==> config.mk <==
export PLATFORM = sky130hd
export DESIGN_NAME = fs_nbits_seq
export DESIGN_NICKNAME = d
export VERILOG_FILES = /design/src/rtl/fs_nbits_seq.sv
export SDC_FILE = /design/constraint.sdc
export NUM_CORES = 1
export LEC_CHECK = 0
export ABC_AREA = 1
export BUFFER_PORTS_ARGS = -buffer_cell sky130_fd_sc_hd__buf_2
export CAP_MARGIN = 20
export CORE_ASPECT_RATIO = 1.25
export CORE_UTILIZATION = 40
export DETAILED_ROUTE_END_ITERATION = 6
export GPL_ROUTABILITY_DRIVEN = 0
export GPL_TIMING_DRIVEN = 0
export SLEW_MARGIN = 20
export SYNTH_ARGS = -nofsm -noshare
export SYNTH_HDL_FRONTEND = slang
export SYNTH_SLANG_ARGS = --single-unit
==> constraint.sdc <==
create_clock -name clk -period 3.8 [get_ports clk]
set_clock_uncertainty 0.15 [all_clocks]
set_input_delay 0.19 -clock clk [delete_from_list [all_inputs] [get_ports clk]]
set_output_delay 0.19 -clock clk [all_outputs]
set_load 0.01 [all_outputs]
==> src/rtl/fs_nbits_seq.sv <==
// Multi-cycle signed subtractor: a - b - bin on sign-extended operands,
// resolved CHUNK bits per clock with optional approximate low bits.
module fs_nbits_seq #(
  parameter int SIZE        = 8,
  parameter int APPROX_BITS = 0,
  parameter int CHUNK       = 4
) (
  input  logic            clk,
  input  logic            rst,
  input  logic            in_valid,
  output logic            in_ready,
  input  logic [SIZE-1:0] a,
  input  logic [SIZE-1:0] b,
  input  logic            bin,
  input  logic            approx_en,
  output logic            out_valid,
  input  logic            out_ready,
  output logic [SIZE:0]   diff,
  output logic            bout
);

  localparam int W      = SIZE + 1;
  localparam int NCHUNK = (W + CHUNK - 1) / CHUNK;
  localparam int CW     = (NCHUNK > 1) ? $clog2(NCHUNK) : 1;

  typedef enum logic [1:0] {
    IDLE,
    BUSY,
    DONE
  } state_t;

  state_t state;
  state_t state_nxt;

  logic [W-1:0]  a_r;
  logic [W-1:0]  b_r;
  logic [W-1:0]  diff_r;
  logic [W-1:0]  diff_nxt;
  logic          br_r;
  logic          br_nxt;
  logic          approx_r;
  logic [CW-1:0] cnt;
  logic          last;

  assign last = (cnt == CW'(NCHUNK - 1));
  assign diff = diff_r;
  assign bout = br_r;

  always_comb begin
    state_nxt = state;
    in_ready  = 1'b0;
    out_valid = 1'b0;
    unique case (state)
      IDLE: begin
        in_ready = 1'b1;
        if (in_valid) state_nxt = BUSY;
      end
      BUSY: begin
        if (last) state_nxt = DONE;
      end
      DONE: begin
        out_valid = 1'b1;
        if (out_ready) state_nxt = IDLE;
      end
      default: state_nxt = IDLE;
    endcase
  end

  // Only bits of the current chunk change; borrow re-enters at chunk start.
  always_comb begin
    logic br;
    logic ai;
    logic bi;
    logic apx;
    diff_nxt = diff_r;
    br_nxt   = br_r;
    br       = br_r;
    ai       = 1'b0;
    bi       = 1'b0;
    apx      = 1'b0;
    for (int i = 0; i < W; i++) begin
      if (i % CHUNK == 0) br = br_r;
      if (cnt == CW'(i / CHUNK)) begin
        ai  = a_r[i];
        bi  = b_r[i];
        apx = approx_r && (i < APPROX_BITS);
        if (apx) begin
          diff_nxt[i] = ai ^ bi;
          br          = ~ai & bi;
        end else begin
          diff_nxt[i] = ai ^ bi ^ br;
          br          = (~ai & bi) | (~(ai ^ bi) & br);
        end
        if ((i % CHUNK == CHUNK - 1) || (i == W - 1)) br_nxt = br;
      end
    end
  end

  always_ff @(posedge clk) begin
    if (rst) begin
      state    <= IDLE;
      a_r      <= '0;
      b_r      <= '0;
      diff_r   <= '0;
      br_r     <= 1'b0;
      approx_r <= 1'b0;
      cnt      <= '0;
    end else begin
      state <= state_nxt;
      unique case (state)
        IDLE: begin
          if (in_valid) begin
            a_r      <= {a[SIZE-1], a};
            b_r      <= {b[SIZE-1], b};
            br_r     <= bin;
            approx_r <= approx_en;
            cnt      <= '0;
          end
        end
        BUSY: begin
          diff_r <= diff_nxt;
          br_r   <= br_nxt;
          if (!last) cnt <= cnt + CW'(1);
        end
        default: ;
      endcase
    end
  end

endmodule
==> flow_metrics.tcl, run 1 <==
set metrics [dict create \
    p_int_uw 629 \
    worst_path_most_repeated_cell "nor2_1" \
    die_w_um 57.2 \
    wire_per_inst_um 11.8 \
    grt_pass1_wl_mm 5.54 \
    dpl_cell_area_um2 1730 \
    status "finished with violations" \
    crit_path_max_fanout 5 \
    endpoint_kind "register" \
    p_sw_share_pct 27.7 \
    ys_types 23 \
    area_delta_synth_final_pct 23.7 \
    post_route_cells_drive_above_1_share_pct 31.4 \
    grt_max_degree 11 \
    first_global_vias 1315 \
    pwr-share-comb_pct 21.7 \
    n_fill_cell 344 \
    grt_usage_pct 18.1 \
    dr.max_layer_used "met4" \
    post-route-min-period_ns 2.94 \
    hold_viol_final 0 \
    synth.area.top_cells "dfxtp_1 (39%), fa_1 (12%), nor2_1 (8.4%)" \
    maxSlewHeadroom_pct 82.0 \
    io_buffers 32 \
    vias 1221 \
    slowest_stage "fa_1" \
    stdcell_area_um2 1880 \
    yosys-top-cells-count "nor2_1 (34), dfxtp_1 (30), inv_1 (19)" \
    yosysMostFrequentCell "nor2_1" \
    p_per_area_nw_per_um2 461 \
    slowest_delay_ns 0.45 \
    max_freq_mhz 340 \
    tritoncts "done" \
    synth_top_cell_by_area "dfxtp_1" \
    post-route-period-util_pct 77.4 \
    cts_buffer_depth 2 \
    die_h_um 71.0 \
    clk_latency_ns 0.28 \
    p_seq_share_pct 41.1 \
    vias_per_cell 4.71 \
    clkSinkCount 30 \
    syn_nets 211 \
    finalSetupTns_ns 0 \
    synth-seq-area-share_pct 39.4 \
    hold_class "input port to register" \
    diodes 0 \
    cp.required_ns 3.83 \
    postRouteAntennaNets 0 \
    initial_core_util_pct 42.6 \
    crit_buf_inv 1 \
    die_area_um2 4060 \
    drt_wl_total_mm 3.06 \
    maxSlewViolCount 0 \
    switchingPower_uw 241 \
    ir_drop_mv 0.212 \
    h-tree-depth 2 \
    leakage_uw 0.000853 \
    netlist_area_um2 1520 \
    critical_path_class "register to register" \
    cp-start-kind "register" \
    drv_cap 0 \
    num_io_pins 34 \
    cts_made_buffers 5 \
    avgSynthCellArea_um2 8.60 \
    met2_length_mm 1.57 \
    cp_cell_sequence "inv_1, ha_1, nor2_1, a21oi_1, fa_1, nor2_1, nor2_1, fa_1, o21bai_1, fa_1, nor2_1, nor2_1" \
    cpLargestDelayFamily "adder cells" \
    yosys_warnings 0 \
    crit_arrival_ns 2.97 \
    p_clk_share_pct 37.2 \
    hpwl_mm 2.43 \
    synth_cells 177 \
    drc 6 \
    drt_iter0_drc 31 \
    nets 254 \
    yosys.area.top_type_share_pct 39.4 \
    firstDrtPassIters 6 \
    violations "design-rule violations" \
    async_reset_ff_share_pct 0 \
    synth-edff-count 0 \
    worst_slew_pin_slew_ns 0.270 \
    rows 24 \
    ys_ff_latch 30 \
    synthFlopType "dfxtp_1" \
    gr-total-overflow 0 \
    dr_wl_met3_um 124 \
    antenna_found_initial 0 \
    rsz0062_at_grt "false" \
    setup_viol 0 \
    coreArea_um2 3570 \
    cts_resized 0 \
    cts-root-buf "clkbuf_8" \
    m1WireLength_mm 1.31 \
    clk_pin_slew_ns 0.06 \
]
-- path summary, 6_finish.rpt --
check,startpoint,endpoint,slack [ns],cells past startpoint
worst min-delay path,b[2],b_r[2],0.003,3
worst max-delay path,cnt[0],diff[3],0.86,12
worst max register to register,cnt[0],diff[3],0.86,12
worst min register to register,cnt[1],cnt[1],0.34,2
-- sequential cells by signal, summed over array words and instances, names as in the netlist --
| signal | cells |
|---|---|
| diff | 9 |
| a_r | 8 |
| b_r | 8 |
| cnt | 2 |
| state | 2 |
| bout | 1 |
-- power by group through the flow --
stage               clock, µW  sequential, µW  combinational (µW)
detailed placement          0             365                 187
global placement            0             364                 184
global route              348             361                 218
finish                    323             357                 189
CTS                       334             358                 192
floorplan                   0             366                 131
-- layout make-up --
| cell class | count | area [µm²] | share of cell area (%) |
|---|---|---|---|
| Buffer | 4 | 38.8 | 2.06 |
| Clock buffer | 6 | 82.6 | 4.38 |
| Clock inverter | 1 | 30.0 | 1.59 |
| Inverter | 22 | 87.6 | 4.65 |
| Multi-Input combinational cell | 121 | 796 | 42.2 |
| Sequential cell | 30 | 601 | 31.9 |
| Tap cell | 39 | 48.8 | 2.59 |
| Timing Repair Buffer | 36 | 200 | 10.6 |
-- per-stage QoR --
step                      hold slack [ns]  power, µW  setup slack, ns  cells  utilization (%)
after floorplan                     0.102        497             1.14    177                -
after global placement              0.246        548            0.956    248             48.5
after detailed placement            0.250        552            0.900    248             48.5
after CTS                         0.00174        883            0.877    259             52.7
after global routing              0.00277        927            0.630    259             52.7
final                             0.00340        869            0.858    259             52.7
-- worst register-to-register path: cells and delay by family, from the launching register on --
family,cells,cell delay (ns)
flip-flops,1,0.34
adder cells (fa/ha/maj),4,1.45
AO/OA/AOI/OAI,2,0.27
buffers and inverters,1,0.08
AND/OR/NAND/NOR,5,0.54
-- kinds of logic (layout without fill, tap and decap cells) --
kind of cell	Yosys count	in the layout	share of synthesized area (%)
AND/OR/NAND/NOR	63	63	19.6
AO/OA/AOI/OAI	46	46	18.4
flip-flops	30	30	39.4
buffers and inverters	26	69	8.30
adder cells (fa/ha/maj)	12	12	14.3
-- repair_timing --
item                      4_1_cts  5_1_grt
hold endpoints to repair        6        0
hold buffers                    4        0
buffers inserted                0        0
-- routing by layer --
metal,up-vias,global-route usage (%)
li1,647,-
met1,542,20.3
met2,25,31.6
met3,7,4.94
met4,0,8.13
met5,-,0
-- cells in the final DEF (no fill, tap or decap), types with 2 or more instances in the layout --
master / n
inv_2: 2
ha_1: 3
clkbuf_8: 6
a21oi_2: 5
o21ai_2: 7
nand3_1: 3
o21bai_1: 2
a21oi_1: 13
o21ai_1: 8
nand2_1: 15
o21ai_0: 11
inv_1: 19
nor2_4: 4
nor2_2: 4
dlygate4sd3_1: 4
buf_2: 33
fa_1: 9
nand2_4: 2
nor2_1: 34
dfxtp_1: 30
No activity file was read; power rests on OpenSTA's default activity.
==> run 2, diff against run 1 <==
--- a/config.mk
+++ b/config.mk
@@ -5,7 +5,7 @@
 export SDC_FILE = /design/constraint.sdc
 export NUM_CORES = 1
 export LEC_CHECK = 0
-export ABC_AREA = 1
+export ABC_AREA = 0
 export BUFFER_PORTS_ARGS = -buffer_cell sky130_fd_sc_hd__buf_2
 export CAP_MARGIN = 20
 export CORE_ASPECT_RATIO = 1.25
==> constraint.sdc (replaced) <==
create_clock -name clk -period 2.5 [get_ports clk]
set_clock_uncertainty 0.15 [all_clocks]
set_input_delay 0.125 -clock clk [delete_from_list [all_inputs] [get_ports clk]]
set_output_delay 0.125 -clock clk [all_outputs]
set_load 0.01 [all_outputs]
==> run 2 against run 1 <==
The flow finishes with violations (design-rule violations, negative setup slack). Register-to-register slack got worse by 1.0 ns. Sequential cell count unchanged. First-iteration DRC count increased by 81%. Synthesized cell count decreased by 2.3%. Area after synthesis increased by 0.74%. Sequential share of layout area decreased by 3.6 points. Critical path depth decreased by 1. Setup slack got worse by 1.0 ns. Final cell count increased by 5.8%. Wire length increased by 16%. Count of clock-buffer cells in the layout increased by 1. Sequential power increased by 49%.
==> flow_metrics.tcl, run 2 <==
set metrics [dict create \
    status "finished with violations" \
    violations "design-rule violations, negative setup slack" \
    cp_cell_sequence "inv_6, fa_2, a21oi_2, fa_2, nand2_2, o21ai_2, fa_2, mux2i_2, fa_2, mux2i_1, nor2_1" \
    r2r_start "bout" \
    drt_wl_total_mm 3.56 \
    crit_path_max_fanout 4 \
    synth.area.top_cells "dfxtp_1 (39%), fa_1 (12%), nand2_1 (8.8%)" \
    cts_made_buffers 5 \
    maxSlewHeadroom_pct 61.8 \
    crit_arrival_ns 2.67 \
    ys_types 30 \
    ir_drop_mv 0.328 \
    netlist_area_um2 1530 \
    cp-start-kind "register" \
    final_cell_mix "nand2_1 (34), buf_2 (34), dfxtp_1 (27)" \
    grt_pass1_wl_mm 5.96 \
    worst_slew_pin_slew_ns 0.573 \
    worst_slack_ns -0.171 \
    ys_ff_latch 30 \
    initial_core_util_pct 42.9 \
    vias 1354 \
    nets 269 \
    die_h_um 71.2 \
    first_global_vias 1349 \
    syn_nets 207 \
    power.total_uw 1240 \
    die_area_um2 4090 \
    place_inst 243 \
    gr-total-overflow 0 \
    slowest_stage "fa_2" \
    drv_cap 0 \
    synthFlopType "dfxtp_1" \
    diodes 0 \
    setup_viol 3 \
    stdcell_count 274 \
    endpoint_kind "register" \
    yosys.area.top_type_share_pct 39.2 \
    synth-edff-count 0 \
    async_reset_ff_share_pct 0 \
    post-route-period-util_pct 107 \
    die_w_um 57.4 \
    synth_top_cell_by_area "dfxtp_1" \
    slowest_delay_ns 0.46 \
    vias_per_cell 4.94 \
    p_per_area_nw_per_um2 576 \
    min_to "state[0]" \
    antenna_found_initial 0 \
    whs_path_depth 3 \
    rows 24 \
    holdCritStartpoint "in_valid" \
    clk_pin_slew_ns 0.06 \
    cts_buffer_depth 2 \
    largest_register_ffs 9 \
    drt_iter0_drc 56 \
    post_route_cells_drive_above_1_share_pct 35.3 \
    clkSinkCount 30 \
    coreArea_um2 3570 \
    leakage_uw 0.000876 \
    firstDrtPassIters 6 \
    hpwl_mm 2.42 \
    yosys_warnings 0 \
    rsz0062_at_grt "true" \
    hold_class "input port to register" \
    tritoncts "done" \
    synth_cells 173 \
    post-route-util_pct 60.3 \
    rrSetupSlack_ns -0.17 \
    maxSlewViolCount 0 \
    critical_path_class "register to register" \
    worst_path_most_repeated_cell "fa_2" \
    reg2regPathDepth 11 \
    cpLargestDelayFamily "adder cells" \
    avgSynthCellArea_um2 8.87 \
    io_buffers 31 \
    max_freq_mhz 374 \
    crit_buf_inv 1 \
    num_io_pins 34 \
    clk_latency_ns 0.29 \
    whs_ns 0.0241 \
    hold_viol_final 0 \
    r2r-end "diff[3]" \
    grt_max_degree 11 \
    area_delta_synth_final_pct 40.5 \
    yosys-top-cells-count "nand2_1 (36), dfxtp_1 (30), a21oi_1 (21)" \
    cp.required_ns 2.50 \
    h-tree-depth 2 \
    synth-seq-area-share_pct 39.2 \
    post-route-min-period_ns 2.67 \
    wire_per_inst_um 13.0 \
    grt_usage_pct 20.1 \
    postRouteAntennaNets 0 \
    cts-root-buf "clkbuf_8" \
    yosysMostFrequentCell "nand2_1" \
    drc 4 \
]
[run 2: cell types whose count changed after synthesis, sizes merged, moves of 4 or more]
cell / change
inv: -8
nor2: -30
o21ai: -22
mux2i: +9
nand2: +18
buf: +5
a211oi: +4
[run 2: per-stage QoR]
step | instance area (µm²) | setup slack, ns | TNS (ns)
final | 2150 | -0.171 | -0.424
after floorplan | 1560 | -0.125 | -0.364
after CTS | 2130 | -0.184 | -0.425
after global routing | 2150 | -0.295 | -0.807
after detailed placement | 1770 | -0.300 | -0.838
after global placement | 1770 | -0.245 | -0.706
[run 2: worst max-delay path by stage]
stage	from	end	slack [ns]	cells after the start
final	bout	diff[3]	-0.17	11
after global routing	cnt[0]	bout	-0.29	13
after CTS	bout	bout	-0.18	12
after detailed placement	cnt[0]	bout	-0.30	13
after global placement	bout	bout	-0.24	12
after floorplan	cnt[1]	diff[7]	-0.13	13
[run 2: cell type report]
type                       count  area (µm²)
clock buffer                   7        86.3
inverter                      14        60.1
timing repair buffer          56         387
sequential                    30         609
multi-input combinational    117         892
fill                         318        1420
tap                           39        48.8
buffer                        11        71.3
[run 2: logic make-up (layout without fill, tap and decap cells)]
logic type               after synthesis  after routing  share of synthesized area, %
AND/OR/NAND/NOR                       62             62                          19.2
flip-flops                            30             30                          39.2
buffers and inverters                 26             88                          8.40
adder cells (fa/ha/maj)               12             12                          14.2
AO/OA/AOI/OAI                         34             34                          13.2
multiplexers                           9              9                          5.87
[run 2: tightest hold or removal path, cell delays in order]
cell     delay, ns
buf_2         0.11
mux2i_1       0.07
nor3_1        0.12
[run 2: power breakdown]
| part | switching [µW] | internal [µW] |
|---|---|---|
| sequential | 23.0 | 510 |
| clock | 174 | 218 |
| combinational | 155 | 160 |
| total | 352 | 888 |
[run 2: what timing repair did]
item,CTS,global route
hold buffers,16,0
hold endpoints to repair,16,0
gates resized for setup,22,3
pin swaps,10,7
setup buffers,7,2
endpoints found under the setup margin,3,3
[run 2: layer usage]
layer	vias up	track usage [%]	routed length [µm]
met3	10	6.14	145
li1	685	-	-
met5	-	0	0
met4	0	11.4	111
met1	628	23.5	1560
met2	31	32.4	1740
